`config.mk`:
```
export PLATFORM = sky130hd
export DESIGN_NAME = fpu_to_int
export DESIGN_NICKNAME = d
export VERILOG_FILES = /design/src/rtl/fpu_to_int.sv
export SDC_FILE = /design/constraint.sdc
export NUM_CORES = 1
export LEC_CHECK = 0
export CAP_MARGIN = 25
export CORE_ASPECT_RATIO = 2
export CORE_MARGIN = 10
export CORE_UTILIZATION = 65
export DETAILED_ROUTE_END_ITERATION = 6
export DONT_BUFFER_PORTS = 1
export PLACE_DENSITY_LB_ADDON = 0.12
export SLEW_MARGIN = 15
export SYNTH_ARGS = -nofsm -noshare
export SYNTH_HDL_FRONTEND = slang
export SYNTH_SLANG_ARGS = --single-unit
export TNS_END_PERCENT = 5
```
`constraint.sdc`:
```
create_clock -name clock100KHz -period 5 [get_ports clock100KHz]
set_input_delay 1 -clock clock100KHz [delete_from_list [all_inputs] [get_ports clock100KHz]]
set_output_delay 1 -clock clock100KHz [all_outputs]
set_load 0.02 [all_outputs]
```
`src/rtl/fpu_to_int.sv`:
```
// Float (1/6/25, bias 31) to 32-bit signed integer converter.
// Aligns one bit per cycle, then rounds half away from zero and saturates.
module fpu_to_int (
   input  logic        clock100KHz,
   input  logic        reset,
   input  logic        start,
   input  logic [31:0] op_in,
   output logic        busy,
   output logic        done,
   output logic [31:0] data_out,
   output logic [3:0]  status_out
);

   localparam logic [3:0] ST_EXACT     = 4'b0001;
   localparam logic [3:0] ST_INEXACT   = 4'b0010;
   localparam logic [3:0] ST_OVERFLOW  = 4'b0100;
   localparam logic [3:0] ST_UNDERFLOW = 4'b1000;

   typedef enum logic [1:0] {
      IDLE  = 2'd0,
      ALIGN = 2'd1,
      ROUND = 2'd2
   } state_t;

   state_t state, state_nxt;

   logic        sign_r;
   logic [31:0] sr_r;
   logic        guard_r;
   logic        sticky_r;
   logic        left_r;
   logic [4:0]  count_r;
   logic        force_r;
   logic [31:0] force_data_r;
   logic [3:0]  force_stat_r;

   logic        op_sign;
   logic [5:0]  op_exp;
   logic [24:0] op_mant;

   logic        dec_left;
   logic [4:0]  dec_count;
   logic        dec_force;
   logic [31:0] dec_data;
   logic [3:0]  dec_stat;

   logic [32:0]        rnd_mag;
   logic               rnd_ovf;
   logic signed [31:0] rnd_int;
   logic [31:0]        rnd_data;
   logic [3:0]         rnd_stat;

   function automatic logic [32:0] round_mag(input logic [31:0] sr, input logic guard);
      return {1'b0, sr} + {32'd0, guard};
   endfunction

   function automatic logic is_ovf(input logic sign, input logic [32:0] mag);
      return sign ? (mag > 33'h0_8000_0000) : (mag > 33'h0_7FFF_FFFF);
   endfunction

   function automatic logic signed [31:0] sat_int(input logic sign, input logic [32:0] mag);
      logic signed [31:0] v;
      if (is_ovf(sign, mag))
         v = sign ? 32'sh8000_0000 : 32'sh7FFF_FFFF;
      else if (sign)
         v = -$signed(mag[31:0]);
      else
         v = $signed(mag[31:0]);
      return v;
   endfunction

   function automatic logic [3:0] round_status(input logic ovf, input logic lost);
      logic [3:0] s;
      if (ovf)
         s = ST_OVERFLOW;
      else if (lost)
         s = ST_INEXACT;
      else
         s = ST_EXACT;
      return s;
   endfunction

   assign op_sign = op_in[31];
   assign op_exp  = op_in[30:25];
   assign op_mant = op_in[24:0];

   // Classify the exponent: shift direction/count, or a result fixed at capture time.
   always_comb begin
      dec_left  = 1'b0;
      dec_count = 5'd0;
      dec_force = 1'b0;
      dec_data  = 32'd0;
      dec_stat  = ST_EXACT;
      if (op_exp == 6'd0) begin
         dec_force = 1'b1;
         dec_stat  = (op_mant == 25'd0) ? ST_EXACT : ST_UNDERFLOW;
      end else if (op_exp <= 6'd29) begin
         dec_force = 1'b1;
         dec_stat  = ST_UNDERFLOW;
      end else if (op_exp <= 6'd55) begin
         dec_count = 5'(6'd56 - op_exp);
      end else if (op_exp == 6'd56) begin
         dec_count = 5'd0;
      end else if (op_exp <= 6'd61) begin
         dec_left  = 1'b1;
         dec_count = 5'(op_exp - 6'd56);
      end else begin
         dec_force = 1'b1;
         if (op_sign && (op_exp == 6'd62) && (op_mant == 25'd0)) begin
            dec_data = 32'h8000_0000;
            dec_stat = ST_EXACT;
         end else begin
            dec_data = op_sign ? 32'h8000_0000 : 32'h7FFF_FFFF;
            dec_stat = ST_OVERFLOW;
         end
      end
   end

   always_comb begin
      rnd_mag = round_mag(sr_r, guard_r);
      rnd_ovf = is_ovf(sign_r, rnd_mag);
      rnd_int = sat_int(sign_r, rnd_mag);
      if (force_r) begin
         rnd_data = force_data_r;
         rnd_stat = force_stat_r;
      end else begin
         rnd_data = rnd_int;
         rnd_stat = round_status(rnd_ovf, guard_r | sticky_r);
      end
   end

   always_ff @(posedge clock100KHz or negedge reset) begin
      if (!reset)
         state <= IDLE;
      else
         state <= state_nxt;
   end

   always_comb begin
      state_nxt = state;
      case (state)
         IDLE:    if (start) state_nxt = ALIGN;
         ALIGN:   if (count_r == 5'd0) state_nxt = ROUND;
         ROUND:   state_nxt = IDLE;
         default: state_nxt = IDLE;
      endcase
   end

   assign busy = (state != IDLE);

   always_ff @(posedge clock100KHz or negedge reset) begin
      if (!reset) begin
         sign_r       <= 1'b0;
         sr_r         <= 32'd0;
         guard_r      <= 1'b0;
         sticky_r     <= 1'b0;
         left_r       <= 1'b0;
         count_r      <= 5'd0;
         force_r      <= 1'b0;
         force_data_r <= 32'd0;
         force_stat_r <= 4'd0;
         done         <= 1'b0;
         data_out     <= 32'd0;
         status_out   <= 4'd0;
      end else begin
         done <= 1'b0;
         case (state)
            IDLE: begin
               if (start) begin
                  sign_r       <= op_sign;
                  sr_r         <= {6'd0, 1'b1, op_mant};
                  guard_r      <= 1'b0;
                  sticky_r     <= 1'b0;
                  left_r       <= dec_left;
                  count_r      <= dec_count;
                  force_r      <= dec_force;
                  force_data_r <= dec_data;
                  force_stat_r <= dec_stat;
               end
            end
            ALIGN: begin
               // Right shifts keep the last bit out as guard and OR older ones into sticky.
               if (count_r != 5'd0) begin
                  count_r <= count_r - 5'd1;
                  if (left_r) begin
                     sr_r <= {sr_r[30:0], 1'b0};
                  end else begin
                     sr_r     <= {1'b0, sr_r[31:1]};
                     guard_r  <= sr_r[0];
                     sticky_r <= sticky_r | guard_r;
                  end
               end
            end
            ROUND: begin
               data_out   <= rnd_data;
               status_out <= rnd_stat;
               done       <= 1'b1;
            end
            default: ;
         endcase
      end
   end

endmodule

```
# Yosys cells after proc, flatten, opt, wreduce, memory -nomap -nowiden
# Cells that the tools add are included.
# word_totals
register_bits	117
latchBits	0
ramBits	0
mem_bits_ro	0
out_inout_bits	38
n_memories	0
# op_classes
add_sub_neg	5
n_mul	0
div	0
n_lt_le_gt_ge	5
eq_ne	8
shift	0
muxes	55
bitwise	1
n_reduce_logical	13
# ops
operator	n
$mux W32	14
$pmux W32 S2	1
$mux W5	7
$add A32 B1 Y33	1
$gt A33 B31 Y1 const B	1
$gt A33 B32 Y1 const B	1
$neg A32 Y32	1
$logic_not A25 Y1	1
$mux W1	17
$mux W4	4
$mux W3	5
$eq A6 B6 Y1 const B	2
$le A6 B6 Y1 const B	2
$pmux W5 S2	1
$ne A2 B2 Y1 const B	4
$le A6 B5 Y1 const B	1
$logic_not A6 Y1	1
$mux W2	3
$logic_not A5 Y1	1
$reduce_bool A5 Y1	1
$sub A5 B1 Y5 const B	1
$sub A5 B5 Y5 const A	1
$sub A5 B5 Y5 const B	1
$pmux W1 S2	2
other kinds (10)	13

# Depth between registers and ports, before layout
# Gate-level depths: netlist (run 1).
# logic_depth
ltp_word	9
mapped_depth	14

# Least setup slack after synthesis (run 1)
# No wires, ideal clock.
# synth_path
path_kind	reg-to-reg
start	reg guard_r
end	reg data_out[23]
arrival_time_ps	3404
required_ps	4920
setup_slack_ps	1516
path_stages_with_launch	14
n_path_buf	3
synth_period_minus_slack_ps	3484
path_cell_list	dfrtp_1 ha_1 and4_1 buf_2 a2111oi_2 nor3_1 or3_1 or4_1 buf_2 or2_4 o41ai_4 buf_6 nand2_4 o211ai_2
# synth_via
elab_chain_len	5
# synth_lines
element	line	text
start: declaration	29	logic guard_r;
start signal: assignment	189	guard_r <= sr_r[0];
$add A32 B1 Y33 (*)	54	return {1'b0, sr} + {32'd0, guard};
$neg A32 Y32 (tied with other cells)	66	v = -$signed(mag[31:0]);
$mux W32 or $mux W1 (tied branches)	65, 58	
$mux W32 (*)	63	if (is_ovf(sign, mag))
$mux W32 (*)	123	if (force_r) begin
end signal: assignment	195	data_out <= rnd_data;
end: declaration	10	output logic [31:0] data_out,
# Mark *: on every way between the ends. The rest lies on a longest branch, timed or not.
# A chain may end at the register's enable or synchronous reset.

# Worst setup path after layout (run 1)
# layout_path
start	reg guard_r
end	reg data_out[1]
# The elaborated chain is that of the path after synthesis.

==> results of run 1 <==
[flip-flops by register name, summed over array words and instances (netlist names)]
| register | count |
|---|---|
| sticky_r | 1 |
| count_r | 5 |
| data_out | 32 |
| force_r | 1 |
| state | 2 |
| left_r | 1 |
| guard_r | 1 |
| sr_r | 32 |
| force_stat_r | 3 |
| status_out | 4 |
| force_data_r | 2 |
| sign_r | 1 |
| done | 1 |
[metrics by stage]
stage	hold WS [ns]	instances	instance area, um2
6_report	0.350	887	6640
5_1_grt	0.332	887	6640
4_1_cts	0.343	886	6640
3_5_place_dp	0.467	870	6310
3_3_place_gp	0.450	870	6310
2_1_floorplan	0.431	794	6360
[metal layers]
metal	vias up	share of wire	GRT usage
li1	2736	-	-
met1	2624	0.39	0.257
met2	146	0.51	0.407
met3	32	0.050	0.0535
met4	0	0.044	0.135
met5	-	0	0
[area by class of cell]
| type | count | share of cell area |
|---|---|---|
| inverter | 20 | 0.0113 |
| clock inverter | 6 | 0.0128 |
| clock buffer | 10 | 0.0360 |
| multi-input combinational | 625 | 0.582 |
| sequential | 86 | 0.324 |
| tap | 132 | 0.0249 |
| timing repair buffer | 8 | 0.00867 |
[critical path: stages, from the launching register on]
cell	delay, ns
dfrtp_1	0.53
ha_1	0.35
nand4_1	0.41
o21a_1	0.33
or2_2	0.32
or3_1	0.39
or4_1	0.70
or2_4	0.34
o41ai_4	0.41
buf_4	0.30
o211ai_1	0.12
a21oi_1	0.14
[placed cells by master (no fill, tap or decap), types with 7 or more instances in the layout]
master / count
nand4_1: 14
a21oi_1: 57
nand2_1: 110
xor2_1: 24
mux2i_1: 33
nor3_1: 17
o31ai_1: 11
or3_1: 7
xnor2_1: 39
dfrtp_1: 86
nand3_1: 24
nor2_1: 75
o21ai_0: 65
a31oi_1: 8
buf_4: 7
nor4_1: 15
ha_1: 9
clkbuf_16: 9
or4_1: 8
inv_1: 19
o211ai_2: 9
[power groups by stage]
| stage | Clock, mW | Combinational [mW] | Sequential (mW) |
|---|---|---|---|
| floorplan | 0 | 1.75 | 1.35 |
| global placement | 0 | 1.84 | 1.61 |
| detailed placement | 0 | 1.92 | 1.63 |
| CTS | 0.732 | 1.93 | 1.62 |
| global route | 0.760 | 2.19 | 1.67 |
| finish | 0.721 | 1.92 | 1.62 |
[cells by family (layout without fill, tap and decap cells)]
kind of cell	after synthesis	count (layout)	synth area share
AO/OA/AOI/OAI	196	196	0.198
buffers and inverters	83	44	0.0553
multiplexers	34	34	0.0537
adder cells (fa/ha/maj)	9	9	0.0177
flip-flops	86	86	0.338
XOR/XNOR	63	63	0.0868
AND/OR/NAND/NOR	323	323	0.251
[Yosys cell counts, types with 4 or more instances]
library cell / number
a21oi_1: 57
a31oi_1: 8
and2_1: 6
and3_1: 6
and4_1: 6
buf_1: 5
buf_2: 16
clkbuf_1: 37
dfrtp_1: 86
ha_1: 9
inv_1: 19
mux2i_1: 33
nand2_1: 110
nand2b_1: 6
nand3_1: 24
nand4_1: 14
nor2_1: 76
nor3_1: 17
nor3b_1: 5
nor4_1: 15
o211ai_1: 4
o211ai_2: 9
o21ai_0: 65
o22ai_1: 6
o31ai_1: 11
o41ai_1: 4
or2_2: 4
or3_1: 7
or4_1: 8
xnor2_1: 39
xor2_1: 24
[worst paths after layout]
| path | slack, ns | to | start | depth (start not counted) |
|---|---|---|---|---|
| worst min-delay path | 0.35 | sign_r | reset | 0 |
| worst min register to register | 0.48 | force_stat_r[0] | force_stat_r[0] | 2 |
| worst max register to register | 0.58 | data_out[1] | guard_r | 11 |
| min in group clock100KHz | 0.48 | force_stat_r[0] | force_stat_r[0] | 2 |
| worst max-delay path | 0.58 | data_out[1] | guard_r | 11 |
| max in group asynchronous | 4.53 | force_r | reset | 0 |
==> results.yml, run 1 <==
global_route:
  grt-ovfl-total: 0
  grt_pass1_wl_um: 28400
  track_usage: 0.235
  grt_antenna_before_repair: 0
  grt_max_degree: 87
  grt_pass1_vias: 5646
synthesis:
  syn_area_per_cell_um2: 8.01
  ys_seq_elements: 86
  synth.yosys.seq_area_share: 0.338
  ys.flop_type: "dfrtp_1"
  yosysTopAreaCell: "dfrtp_1"
  synthArstFlopShare: 1.00
  synth_edf_count: 0
  synthCells: 794
  netlist_area_um2: 6360
  syn_nets: 838
  synth_top_area_frac: 0.338
  synthTopCellsByArea: "dfrtp_1 34%, nand2_1 6.5%, xnor2_1 5.4%, mux2i_1 5.2%, o21ai_0 5.1%"
  yosysUniqueCellTypes: 70
  synth_warnings: 0
timing:
  setup_violations: 0
  slew_headroom: 0.438
  final.setup.tns_ns: 0
  slew_violations: 0
  rsz0062_at_grt: "false"
  worst_pin_slew_ns: 0.843
  finClkSkew_ns: 0.00670
  fin_crit_ns: 4.42
  setup_slack_ns: 0.578
  fmax_mhz: 226
  hold_violations: 0
  period_share: 0.884
drt:
  vias: 5538
  viasPerCell: 6.24
  routed_wl_um: 16800
  wl_per_cell_um: 18.9
  drt.antenna.violating_nets: 0
  drt_first_iter_violations: 345
  drt_pre_antenna_iters: 5
  route.detailed.drc: 0
clock_tree:
  cts_setup_buffers: 0
  cts_buffer_depth: 2
  cts_htree_levels: 3
  cts_tree: "done"
  cts_resized: 0
  cts_buffers: 9
  postCtsHoldBufs: 0
  path_clk_slew_ns: 0.06
  clk_latency_ns: 0.34
  cts_root_buf: "clkbuf_16"
  cts_sinks: 86
flow_run:
  maxCapViolations: 0
pwr:
  swShare: 0.485
  p_per_area_nw_per_um2: 642
  clkPwrFrac: 0.169
  switchingPower_mw: 2.06
  ir_worst_vdd_uv: 447
  internal-power_mw: 2.20
  p_leak_nw: 2.61
  p_total_mw: 4.26
  power_frac_comb: 0.450
  power_frac_seq: 0.381
final_layout:
  drive_above_1_share: 0.0702
  nNetsFinal: 794
  seq_area_um2: 2150
  antenna_cells: 0
  area_delta_synth_final_pct: 4.41
  multi_input_area_um2: 3870
  nFillCells: 809
  finish.utilization: 0.689
run_status:
  outcome: "completed"
floorplanning:
  die_height_um: 160
  die_area_um2: 14400
  rows: 51
  fp.dieW_um: 89.9
  io_pins: 73
  start_util: 0.660
  fp.coreArea_um2: 9640
placed_design:
  finalWeightedCongestion: 0.963
  place_hpwl_um: 12800
  pre_cts_ws_ns: 0.646
  io_buffers: 0
min_path:
  min_path_type: "input pin to async pin"
setup_path:
  cp.required_ns: 5.27
  crit_arrival_ns: 4.69
  cp-start-kind: "flop"
  cp_max_fo: 16
  endpoint_kind: "flop"
  crit_type: "flop to flop"
Power figures use the tool's default switching activity.
==> run 2, diff against run 1 <==
- SKIP_LAST_GASP: unset -> 1
==> results of run 2 <==
No change in the layout: final DEF, timing and power equal those of run 1.
